[src/rtl/gmii_tx_arbiter.sv]
// Round-robin frame arbiter in front of a single GMII transmit port.
// Owns the wire for a whole frame, enforces an inter-frame gap, and flags underrun and oversize frames.
module gmii_tx_arbiter #(
    parameter int NUM_REQ    = 2,
    parameter int IFG_CYCLES = 12,
    parameter int MAX_BYTES  = 1526
) (
    input  logic                 gmii_tx_clk,
    input  logic                 reset,
    input  logic                 link_up,
    input  logic [NUM_REQ-1:0]   req_valid,
    input  logic [8*NUM_REQ-1:0] req_data,
    input  logic [NUM_REQ-1:0]   req_last,
    output logic [NUM_REQ-1:0]   req_ready,
    output logic [NUM_REQ-1:0]   grant,
    output logic [7:0]           gmii_txd,
    output logic                 gmii_tx_en,
    output logic                 gmii_tx_er,
    output logic                 busy,
    output logic                 frame_done,
    output logic                 err_underrun,
    output logic                 err_oversize
);
    localparam int PW = (NUM_REQ > 1) ? $clog2(NUM_REQ) : 1;
    localparam int IW = (IFG_CYCLES > 1) ? $clog2(IFG_CYCLES + 1) : 1;

    typedef enum logic [1:0] {IDLE, SEND, DROP, IFG} state_t;

    state_t             state_q;
    logic [NUM_REQ-1:0] grant_q;
    logic [PW-1:0]      gidx_q;
    logic [PW-1:0]      ptr_q;
    logic [10:0]        byte_cnt_q;
    logic [IW-1:0]      ifg_cnt_q;
    logic [7:0]         txd_q;
    logic               tx_en_q;
    logic               tx_er_q;
    logic               frame_done_q;
    logic               err_underrun_q;
    logic               err_oversize_q;

    logic               sel_found_d;
    logic [PW-1:0]      sel_idx_d;
    logic [PW:0]        cand_d;
    logic [PW-1:0]      ptr_d;
    logic               g_valid;
    logic               g_last;
    logic [7:0]         g_data;
    logic               accepting;

    // Scan from the pointer downwards so the lowest offset from the pointer wins.
    always_comb begin
        sel_found_d = 1'b0;
        sel_idx_d   = '0;
        cand_d      = '0;
        for (int k = NUM_REQ - 1; k >= 0; k--) begin
            cand_d = {1'b0, ptr_q} + (PW+1)'(k);
            if (cand_d >= (PW+1)'(NUM_REQ)) begin
                cand_d = cand_d - (PW+1)'(NUM_REQ);
            end
            if (req_valid[cand_d[PW-1:0]]) begin
                sel_found_d = 1'b1;
                sel_idx_d   = cand_d[PW-1:0];
            end
        end
    end

    assign ptr_d     = (sel_idx_d == PW'(NUM_REQ - 1)) ? '0 : sel_idx_d + 1'b1;
    assign g_valid   = req_valid[gidx_q];
    assign g_last    = req_last[gidx_q];
    assign g_data    = req_data[{gidx_q, 3'b000} +: 8];
    assign accepting = (state_q == SEND) || (state_q == DROP);

    genvar gi;
    generate
        for (gi = 0; gi < NUM_REQ; gi++) begin : g_ready
            assign req_ready[gi] = grant_q[gi] & accepting;
        end
    endgenerate

    always_ff @(posedge gmii_tx_clk) begin
        if (reset) begin
            state_q        <= IDLE;
            grant_q        <= '0;
            gidx_q         <= '0;
            ptr_q          <= '0;
            byte_cnt_q     <= '0;
            ifg_cnt_q      <= '0;
            txd_q          <= '0;
            tx_en_q        <= 1'b0;
            tx_er_q        <= 1'b0;
            frame_done_q   <= 1'b0;
            err_underrun_q <= 1'b0;
            err_oversize_q <= 1'b0;
        end else begin
            txd_q          <= '0;
            tx_en_q        <= 1'b0;
            tx_er_q        <= 1'b0;
            frame_done_q   <= 1'b0;
            err_underrun_q <= 1'b0;
            err_oversize_q <= 1'b0;
            case (state_q)
                IDLE: begin
                    if (link_up && sel_found_d) begin
                        grant_q    <= NUM_REQ'(1) << sel_idx_d;
                        gidx_q     <= sel_idx_d;
                        ptr_q      <= ptr_d;
                        byte_cnt_q <= '0;
                        state_q    <= SEND;
                    end
                end
                SEND: begin
                    if (g_valid) begin
                        byte_cnt_q <= byte_cnt_q + 11'd1;
                        txd_q      <= g_data;
                        tx_en_q    <= 1'b1;
                        if (g_last) begin
                            frame_done_q <= 1'b1;
                            ifg_cnt_q    <= '0;
                            state_q      <= IFG;
                        end else if (byte_cnt_q == 11'(MAX_BYTES - 1)) begin
                            tx_er_q        <= 1'b1;
                            err_oversize_q <= 1'b1;
                            state_q        <= DROP;
                        end
                    end else begin
                        // Source ran dry mid-frame: poison the wire with an error symbol.
                        tx_en_q        <= 1'b1;
                        tx_er_q        <= 1'b1;
                        err_underrun_q <= 1'b1;
                        state_q        <= DROP;
                    end
                end
                DROP: begin
                    if (g_valid && g_last) begin
                        ifg_cnt_q <= '0;
                        state_q   <= IFG;
                    end
                end
                IFG: begin
                    if (ifg_cnt_q == IW'(IFG_CYCLES - 1)) begin
                        grant_q <= '0;
                        state_q <= IDLE;
                    end else begin
                        ifg_cnt_q <= ifg_cnt_q + 1'b1;
                    end
                end
                default: state_q <= IDLE;
            endcase
        end
    end

    assign grant        = grant_q;
    assign gmii_txd     = txd_q;
    assign gmii_tx_en   = tx_en_q;
    assign gmii_tx_er   = tx_er_q;
    assign busy         = (state_q != IDLE);
    assign frame_done   = frame_done_q;
    assign err_underrun = err_underrun_q;
    assign err_oversize = err_oversize_q;
endmodule

[config.mk]
export PLATFORM = sky130hd
export DESIGN_NAME = gmii_tx_arbiter
export DESIGN_NICKNAME = d
export VERILOG_FILES = /design/src/rtl/gmii_tx_arbiter.sv
export SDC_FILE = /design/constraint.sdc
export NUM_CORES = 1
export LEC_CHECK = 0
export CORE_ASPECT_RATIO = 1.75
export CORE_MARGIN = 2
export CORE_UTILIZATION = 30
export DETAILED_ROUTE_END_ITERATION = 12
export PLACE_DENSITY_LB_ADDON = 0.2
export RECOVER_POWER = 50
export SLEW_MARGIN = 10
export SYNTH_ARGS = -nofsm -noshare
export SYNTH_HDL_FRONTEND = slang
export SYNTH_SLANG_ARGS = --single-unit
[constraint.sdc]
create_clock -name gmii_tx_clk -period 4.5 [get_ports gmii_tx_clk]
set_clock_uncertainty 0.05 [all_clocks]
set_input_delay 1.125 -clock gmii_tx_clk [delete_from_list [all_inputs] [get_ports gmii_tx_clk]]
set_output_delay 1.125 -clock gmii_tx_clk [all_outputs]
set_load 0.005 [all_outputs]
==> run summary, run 1 <==
The run finished with clean final reports. In the finished design, the share of the clock period the worst path needs comes to 67.1%. In this run, distinct cell masters in the synthesized netlist total 39.

The overflow left after global routing is 0. The longest clock path from root to sink contains 2 buffers. The area growth from synthesis to layout is 33.6%. For the count of final setup violators, the log shows 0. The die is 104 um tall. The logs give 4060 um for the total wire length and 331 MHz for the highest achievable clock rate.

The fraction of layout cells with a size suffix above 1 came out at 3.75%. The run gives 13.9% as the total routing usage reported by global routing. After synthesis, the mean cell area works out to 8.55 um^2. In this run the remaining antenna-violating nets after routing total 0. Cell type of the slowest stage on the worst timing path: sky130_fd_sc_hd__clkdlybuf4s50_1. The largest single stage delay on the critical path is 0.49 ns. The clock latency of the later-clocked register in the worst-skew pair is 0.28 ns.

The logs give 0 for the number of setup buffers added after CTS and 5540 um^2 for the standard cell core area. Count of flip-flops with a built-in enable after synthesis: 0. The analysis attributes to net switching a power of 0.000326 W. The count of maximum capacitance violations was 0; the required time at the worst-slack endpoint was 3.32 ns. The logs give 38 for the number of DRC markers after the initial detailed-route iteration and 2 for the H-tree level count. The count of input and output buffers is 40, and the transition time at the pin with the least slew margin is 0.796 ns. HPWL after detailed placement: 3190 um.

In this run the cell area of the synthesized design comes to 1710 um^2. For this run, design rule violations remaining after detail routing come to 0. The tools report the via count of the first global-routing pass as 1,444. The cell count after synthesis came out at 200.

In the final design database the tool counted 271 nets. Entering global routing, the biggest net connects 21 pins. The first global-routing pass estimated 6620 um of wire.

In the layout the commonest cells are sky130_fd_sc_hd__dfxtp_1, sky130_fd_sc_hd__clkdlybuf4s50_1, sky130_fd_sc_hd__nor2_1, sky130_fd_sc_hd__a21oi_1, sky130_fd_sc_hd__dlygate4sd3_1. The logs give 231 for the number of nets produced by synthesis and 30.9% for the initial core utilization. The internal portion of the total power is 0.000664 W. Summed over all failing endpoints, the final setup total negative slack is 0 ns. For this run, the detailed router's first-pass iteration total came to 4.

Gate family responsible for the most delay along the worst path: buffers and inverters. The tools report the leakage power summed over all cells as 0.847 nW. The count of filler cells inserted in the layout is 594, and the die width is 61.1 um. For this run, asynchronously set or reset flops after synthesis account for 0%. Pin placement for this block handled 41 I/O pins.

The share of power burned in registers was 36.9%. At the placement stage, the worst setup path has a slack of 1.28 ns. The initialized floorplan defines 36 standard-cell rows.

Leaving out fill and tap cells, the most frequent cell in the layout is sky130_fd_sc_hd__dfxtp_1. TritonCTS created 5 clock buffers. The most used flip-flop cell after synthesis is sky130_fd_sc_hd__dfxtp_1.

In this run, the combinational gates consume 34.5% of the power. For the count of inserted antenna diode cells, the log shows 0. STA classifies the critical path startpoint as a flop. In this run the worst path has a maximum fanout of 4. Proportion of total power due to net switching: 32.9%. The tightest min-delay check is of the reg -> reg type. The critical path is of the reg -> out type. The congestion estimate from routability-driven global placement came to 0.761. Clock-pin slew was measured on the worst setup and hold paths at 0.07 ns. STA classifies the critical path endpoint as an output pin.

In the routed layout, each cell is associated on average with a via count of 4.92. VDD sags by at most 0.131 mV. Buffer cell driving the clock tree root: sky130_fd_sc_hd__clkbuf_8. The clock drives 34 sinks.

Combined buffer and inverter count along the critical path: 2. Setup repair after global routing left no endpoint under its margin. The clock network burns 28.6% of the power.

The setup slack of the critical path after layout came out at 1.48 ns. The worst slew margin relative to its limit was 46.8%; the number of antenna violations at the first check in global routing was 0. After clock tree synthesis, the flow added hold-fix buffers numbering 0. After clock tree synthesis, the repair step resized 0 gates.

Power spread over the standard cell area amounts to 434 nW/um^2. The signal on the critical path passes through inv_1 > ha_1 > and2_1 > clkdlybuf4s50_1. Data on the critical path arrives at its endpoint at 1.84 ns.

The logs give 0 for the final hold violation count and 1,556 for the count of vias placed by the detailed router. Average wire length per cell after detail routing: 12.9 um. TritonCTS built the clock tree. Yosys printed 0 warnings. The floorplan step defined a die boundary enclosing 6340 um^2. The logs give 0 for the max-slew violation total from the final report and 39.8% for the sequential-to-total area share from yosys stat. The register bit total from synthesis was 34. The routed design could run at a clock period as short as 3.02 ns.
-- Yosys cell counts (all sizes together), types with 4 or more instances --
master / n / area, um^2
dfxtp: 34 / 681
a21oi: 18 / 90.1
nor2: 18 / 67.6
nand2: 15 / 56.3
inv: 13 / 48.8
o21ai: 13 / 65.1
mux2i: 11 / 110
ha: 8 / 100
or3: 8 / 50.1
nand3: 7 / 35.0
o31ai: 6 / 45.0
buf: 5 / 30.0
nand3b: 4 / 30.0
or4: 4 / 30.0
-- sequential cells by signal, indices dropped and copies added (netlist names), 2 cells and up --
signal and flops:
gmii_txd 8, byte_cnt_q 11, ifg_cnt_q 4, state_q 2, grant 2
-- power groups by stage --
stage	clock (W)	sequential [W]	combinational, W
after CTS	0.000293	0.000366	0.000352
after global routing	0.000310	0.000371	0.000380
after global placement	0	0.000372	0.000349
after detailed placement	0	0.000372	0.000350
after floorplan	0	0.000361	0.000236
final	0.000283	0.000365	0.000342
-- layer usage --
| metal | wire length, um | vias to the layer above | track usage, % |
|---|---|---|---|
| met2 | 2330 | 21 | 24.8 |
| met3 | 102 | 7 | 3.48 |
| li1 | - | 799 | - |
| met4 | 77 | 0 | 6.06 |
| met5 | 0 | - | 0 |
| met1 | 1560 | 729 | 14.3 |
-- worst paths after layout --
check	from	slack, ns	endpoint	cells past startpoint
setup / recovery	state_q[0]	1.48	req_ready[0]	4
hold / removal	ptr_q	0.42	ptr_q	2
setup reg to reg	gidx_q	2.17	byte_cnt_q[8]	4
hold reg to reg	ptr_q	0.42	ptr_q	2
-- logic make-up after synthesis --
kind of cell	after synthesis	synth area share, %
adders and majority gates	8	5.85
DFF	34	39.8
muxes	12	7.10
xor gates and xnor gates	2	1.02
AOI/OAI and AO/OA	48	17.6
buffers and inverters	21	5.27
and+or+nand+nor	75	23.4
-- worst min-delay path: stages (launching register included) --
cell and delay [ns]:
sky130_fd_sc_hd__dfxtp_1 0.32, sky130_fd_sc_hd__inv_1 0.05, sky130_fd_sc_hd__a21oi_1 0.05
-- final cells by class --
| class | count | area, um^2 | share of cell area [%] |
|---|---|---|---|
| inverters | 13 | 48.8 | 2.14 |
| flip-flops and latches | 34 | 681 | 29.8 |
| repair buffers | 41 | 408 | 17.9 |
| well taps | 76 | 95.1 | 4.16 |
| multi-input cells | 145 | 940 | 41.1 |
| clock buffers | 6 | 82.6 | 3.61 |
| clock inverters | 1 | 30.0 | 1.31 |
-- metrics by stage --
stage,hold slack (ns),utilization [%],power (W),cells,area [um^2]
2_1_floorplan,0.384,-,0.000598,200,1710
3_3_place_gp,0.395,39.2,0.000722,309,2170
3_5_place_dp,0.408,39.2,0.000723,309,2170
4_1_cts,0.419,41.2,0.00101,316,2280
5_1_grt,0.441,41.2,0.00106,316,2280
6_report,0.416,41.2,0.000991,316,2280
Note: power is estimated with default switching activity, not from simulation.
==> inputs of run 2 (changes only) <==
clock period = 2.6 ns   (was 4.5 ns; I/O delays follow)
==> run 2 against run 1 <==
Against the previous run:
- sequential share of layout area decreased by 0.30 points
- clock-buffer cell count decreased by 1
- via count increased by 2.8%
- power increased by 74%
- critical path type unchanged
- combinational power increased by 81%
- non-clock buffer count increased by 5
- largest power group unchanged
- global-route usage increased by 1.0 points
- die area unchanged
==> run summary, run 2 (synthesis results as in run 1) <==
The flow ran to the end, and the final reports show no timing, DRC or antenna violations. The fraction of the cycle the final worst path needs was 95.8%. The standard cell core area was 5540 um^2 (unchanged); the count of vias placed by the detailed router was 1,600 (+2.8%). The net load switching power was 0.000588 W (+80%).

The average wire length per cell after detail routing is 13.8 um (+7.5%), and the wire length of the first global-routing pass is 7190 um (+8.5%). The post-route worst hold slack is 0.415 ns (-0.00173 ns), and the count of input and output buffers is 40 (unchanged). For the post-layout instance count excluding filler cells, the log shows 322 (+1.9%). The count of final setup violators came out at 0 (unchanged).

The max-slew violation total from the final report was 0 (unchanged). Number of buffers inserted during clock tree synthesis: 5 (unchanged). The logs give 35.9% (+1.4 points) for the part of the power in combinational logic and 2 (unchanged) for the largest buffer count on any clock path. The number of cells in the design after placement is 314 (+1.6%), and the combined buffer and inverter count along the critical path is 2 (unchanged).

The logs give 6340 um^2 (unchanged) for the floorplan die area and 3480 um (+9.1%) for the HPWL after detailed placement. The residual antenna-violating net count after detailed routing was 0 (unchanged); the fraction of layout cells with a size suffix above 1 was 5.69% (+1.9 points). The run gives 0 (unchanged) as the number of remaining DRC errors. In the layout the commonest cells are sky130_fd_sc_hd__dfxtp_1, sky130_fd_sc_hd__clkdlybuf4s50_1, sky130_fd_sc_hd__nor2_1, sky130_fd_sc_hd__a21oi_1, sky130_fd_sc_hd__dlygate4sd3_1. Based on the critical path, the design can be clocked at up to 402 MHz. Number of DRC markers after the initial detailed-route iteration: 48 (+26%). Among all stages on the critical path, the largest delay is contributed by sky130_fd_sc_hd__clkdlybuf4s50_1. The number of flip-flops under the largest register name came out at 11 (unchanged). The floorplan row count came out at 36 (unchanged). The critical path startpoint category is a flop. The via count normalized by instance count was 4.97 (+0.91%).

More flip-flops sit in one register than any other, and that register is byte_cnt_q. The run gives 27.9% (-0.7 points) as the part of the total power dissipated in the clock network. The count of filler cells inserted in the layout was 582 (-2.0%); the worst slew margin relative to its limit was 61.8% (+15 points).

The die width works out to 61.1 um (unchanged). The most common cell after layout, fill and taps aside was sky130_fd_sc_hd__dfxtp_1. For the via count of the first global-routing pass, the log shows 1,559 (+8.0%). The proportion of total power due to net switching came out at 34.1% (+1.2 points). The leakage power summed over all cells is 0.865 nW (+2.1%). STA classifies the critical path endpoint as an output pin. The type of the worst setup path was reg -> out.

The delay of the slowest cell on the worst path was 0.49 ns (about the same); the count of inserted antenna diode cells was 0 (unchanged). The overflow left after global routing is 0 (unchanged), and the clock latency of the later-clocked register in the worst-skew pair is 0.29 ns (about the same). The total number of clock tree sinks is 34 (unchanged), and the pin count of the biggest net entering global routing is 13 (-38%). The tightest min-delay check is of the reg -> reg type.

Walking the worst path, the cells encountered are inv_1 > ha_1 > and2_1 > clkdlybuf4s50_1. The largest voltage drop on the vdd net is 0.339 mV (+160%). The total placed instance area was 2210 um^2 (+1.7%); the transition time at the pin with the least slew margin was 0.558 ns (-0.238 ns).

The die extent in y was 104 um (unchanged). For the finished layout, the period the worst path requires is 2.49 ns. The post-layout net count is 276 (+1.8%), and the power density normalized to cell area is 745 nW/um^2 (+72%). The tools report the final design area excluding fillers as 2310 um^2 (+1.2%). TritonCTS built the clock tree. The run gives 0 (unchanged) as the number of antenna violations at the first check in global routing. The logs give 4 (unchanged) for the number of search-and-repair iterations in the first detailed-routing pass and 41 (unchanged) for the top-level port count. The clock-pin slew on the worst setup and hold paths is 0.07 ns (about the same), and the share of power burned in registers is 36.3% (-0.6 points). The run gives 4450 um (+9.5%) as the total wire length.

The arrival time of data at the critical path endpoint is 1.79 ns (-0.05 ns). The buffer cell driving the clock tree root is sky130_fd_sc_hd__clkbuf_8. The total negative setup slack was 0 ns (unchanged); the highest fanout seen on the critical path was 4 (unchanged). The final hold violation count is 0 (unchanged). Among cell families on the critical path, the largest total delay comes from buffers and inverters. The required time at the worst-slack endpoint was 1.90 ns (-1.42 ns). Initial core utilization: 30.9% (unchanged). The design internal power is 0.00114 W (+71%), and the H-tree level count is 2 (unchanged). The count of maximum capacitance violations came out at 0 (unchanged).

The total routing usage reported by global routing came out at 14.9% (+1.0 points). The run gives 0.787 (+3.4%) as the final RePlAce weighted congestion. Setup repair after global routing left no endpoint under its margin. The synthesis-to-finish area growth came out at 35.2%.
[run 2: cell types whose count changed in the layout (fill, tap and decap cells not counted), sizes merged]
cell / before / now
clkdlybuf4s50: 22 / 23
dlygate4sd3: 18 / 17
clkinv: 0 / 2
clkbuf: 6 / 7
buf: 1 / 4
[run 2: worst reg2reg max path: cells and delay by family (launching register included)]
kind	cells	cell delay, ns
AO/OA/AOI/OAI	2	0.46
adder cells (fa/ha/maj)	1	0.38
AND/OR/NAND/NOR	1	0.37
flip-flops	1	0.35
buffers and inverters	2	0.30
multiplexers	1	0.18
[run 2: worst paths after layout]
path | from | to | slack, ns | cells past startpoint
worst max register to register | state_q[1] | byte_cnt_q[4] | 0.46 | 7
worst min register to register | ptr_q | ptr_q | 0.41 | 2
worst min-delay path | ptr_q | ptr_q | 0.41 | 2
worst max-delay path | state_q[0] | req_ready[1] | 0.11 | 4
[run 2: metal layers]
metal / track usage [%] / wire length, um / vias up / part of all wire, %
li1: - / - / 801 / -
met5: 0 / 0 / - / 0
met4: 6.68 / 83 / 0 / 1.9
met2: 28.4 / 2610 / 26 / 59
met1: 13.8 / 1650 / 767 / 37
met3: 3.11 / 110 / 6 / 2.5
[run 2: what timing repair did]
item                       in CTS  in global routing
setup buffers                   0                  0
hold buffers                    0                  0
gates resized for setup         0                  1
setup endpoints to repair       0                  2
[run 2: metrics by stage]
stage          setup slack [ns]  utilization, %  total power, W
2_1_floorplan             0.506               -         0.00103
3_3_place_gp              0.108            39.9         0.00127
3_5_place_dp             0.0796            39.9         0.00128
4_1_cts                  0.0893            41.8         0.00176
5_1_grt                 0.00469            41.7         0.00184
6_report                  0.110            41.7         0.00172
[run 2: power by group through the flow]
| stage | sequential [W] | clock [W] | combinational, W |
|---|---|---|---|
| floorplan | 0.000626 | 0 | 0.000409 |
| global placement | 0.000637 | 0 | 0.000636 |
| detailed placement | 0.000638 | 0 | 0.000638 |
| CTS | 0.000625 | 0.000495 | 0.000641 |
| global route | 0.000635 | 0.000517 | 0.000692 |
| finish | 0.000625 | 0.000480 | 0.000618 |
[run 2: area by class of cell]
cell class              instances  area (um^2)  area share (%)
multi-input cells             145          940            40.6
flip-flops and latches         34          682            29.5
repair buffers                 46          438            18.9
well taps                      76         95.1            4.11
clock buffers                   5         68.8            2.98
inverters                      13         48.8            2.11
clock inverters                 3         40.0            1.73
==> inputs of run 3 (changes only) <==
TNS_END_PERCENT = 10   (was unset)
==> results of run 3 <==
Same layout as run 2: the final DEF is identical, and so are final timing and power.
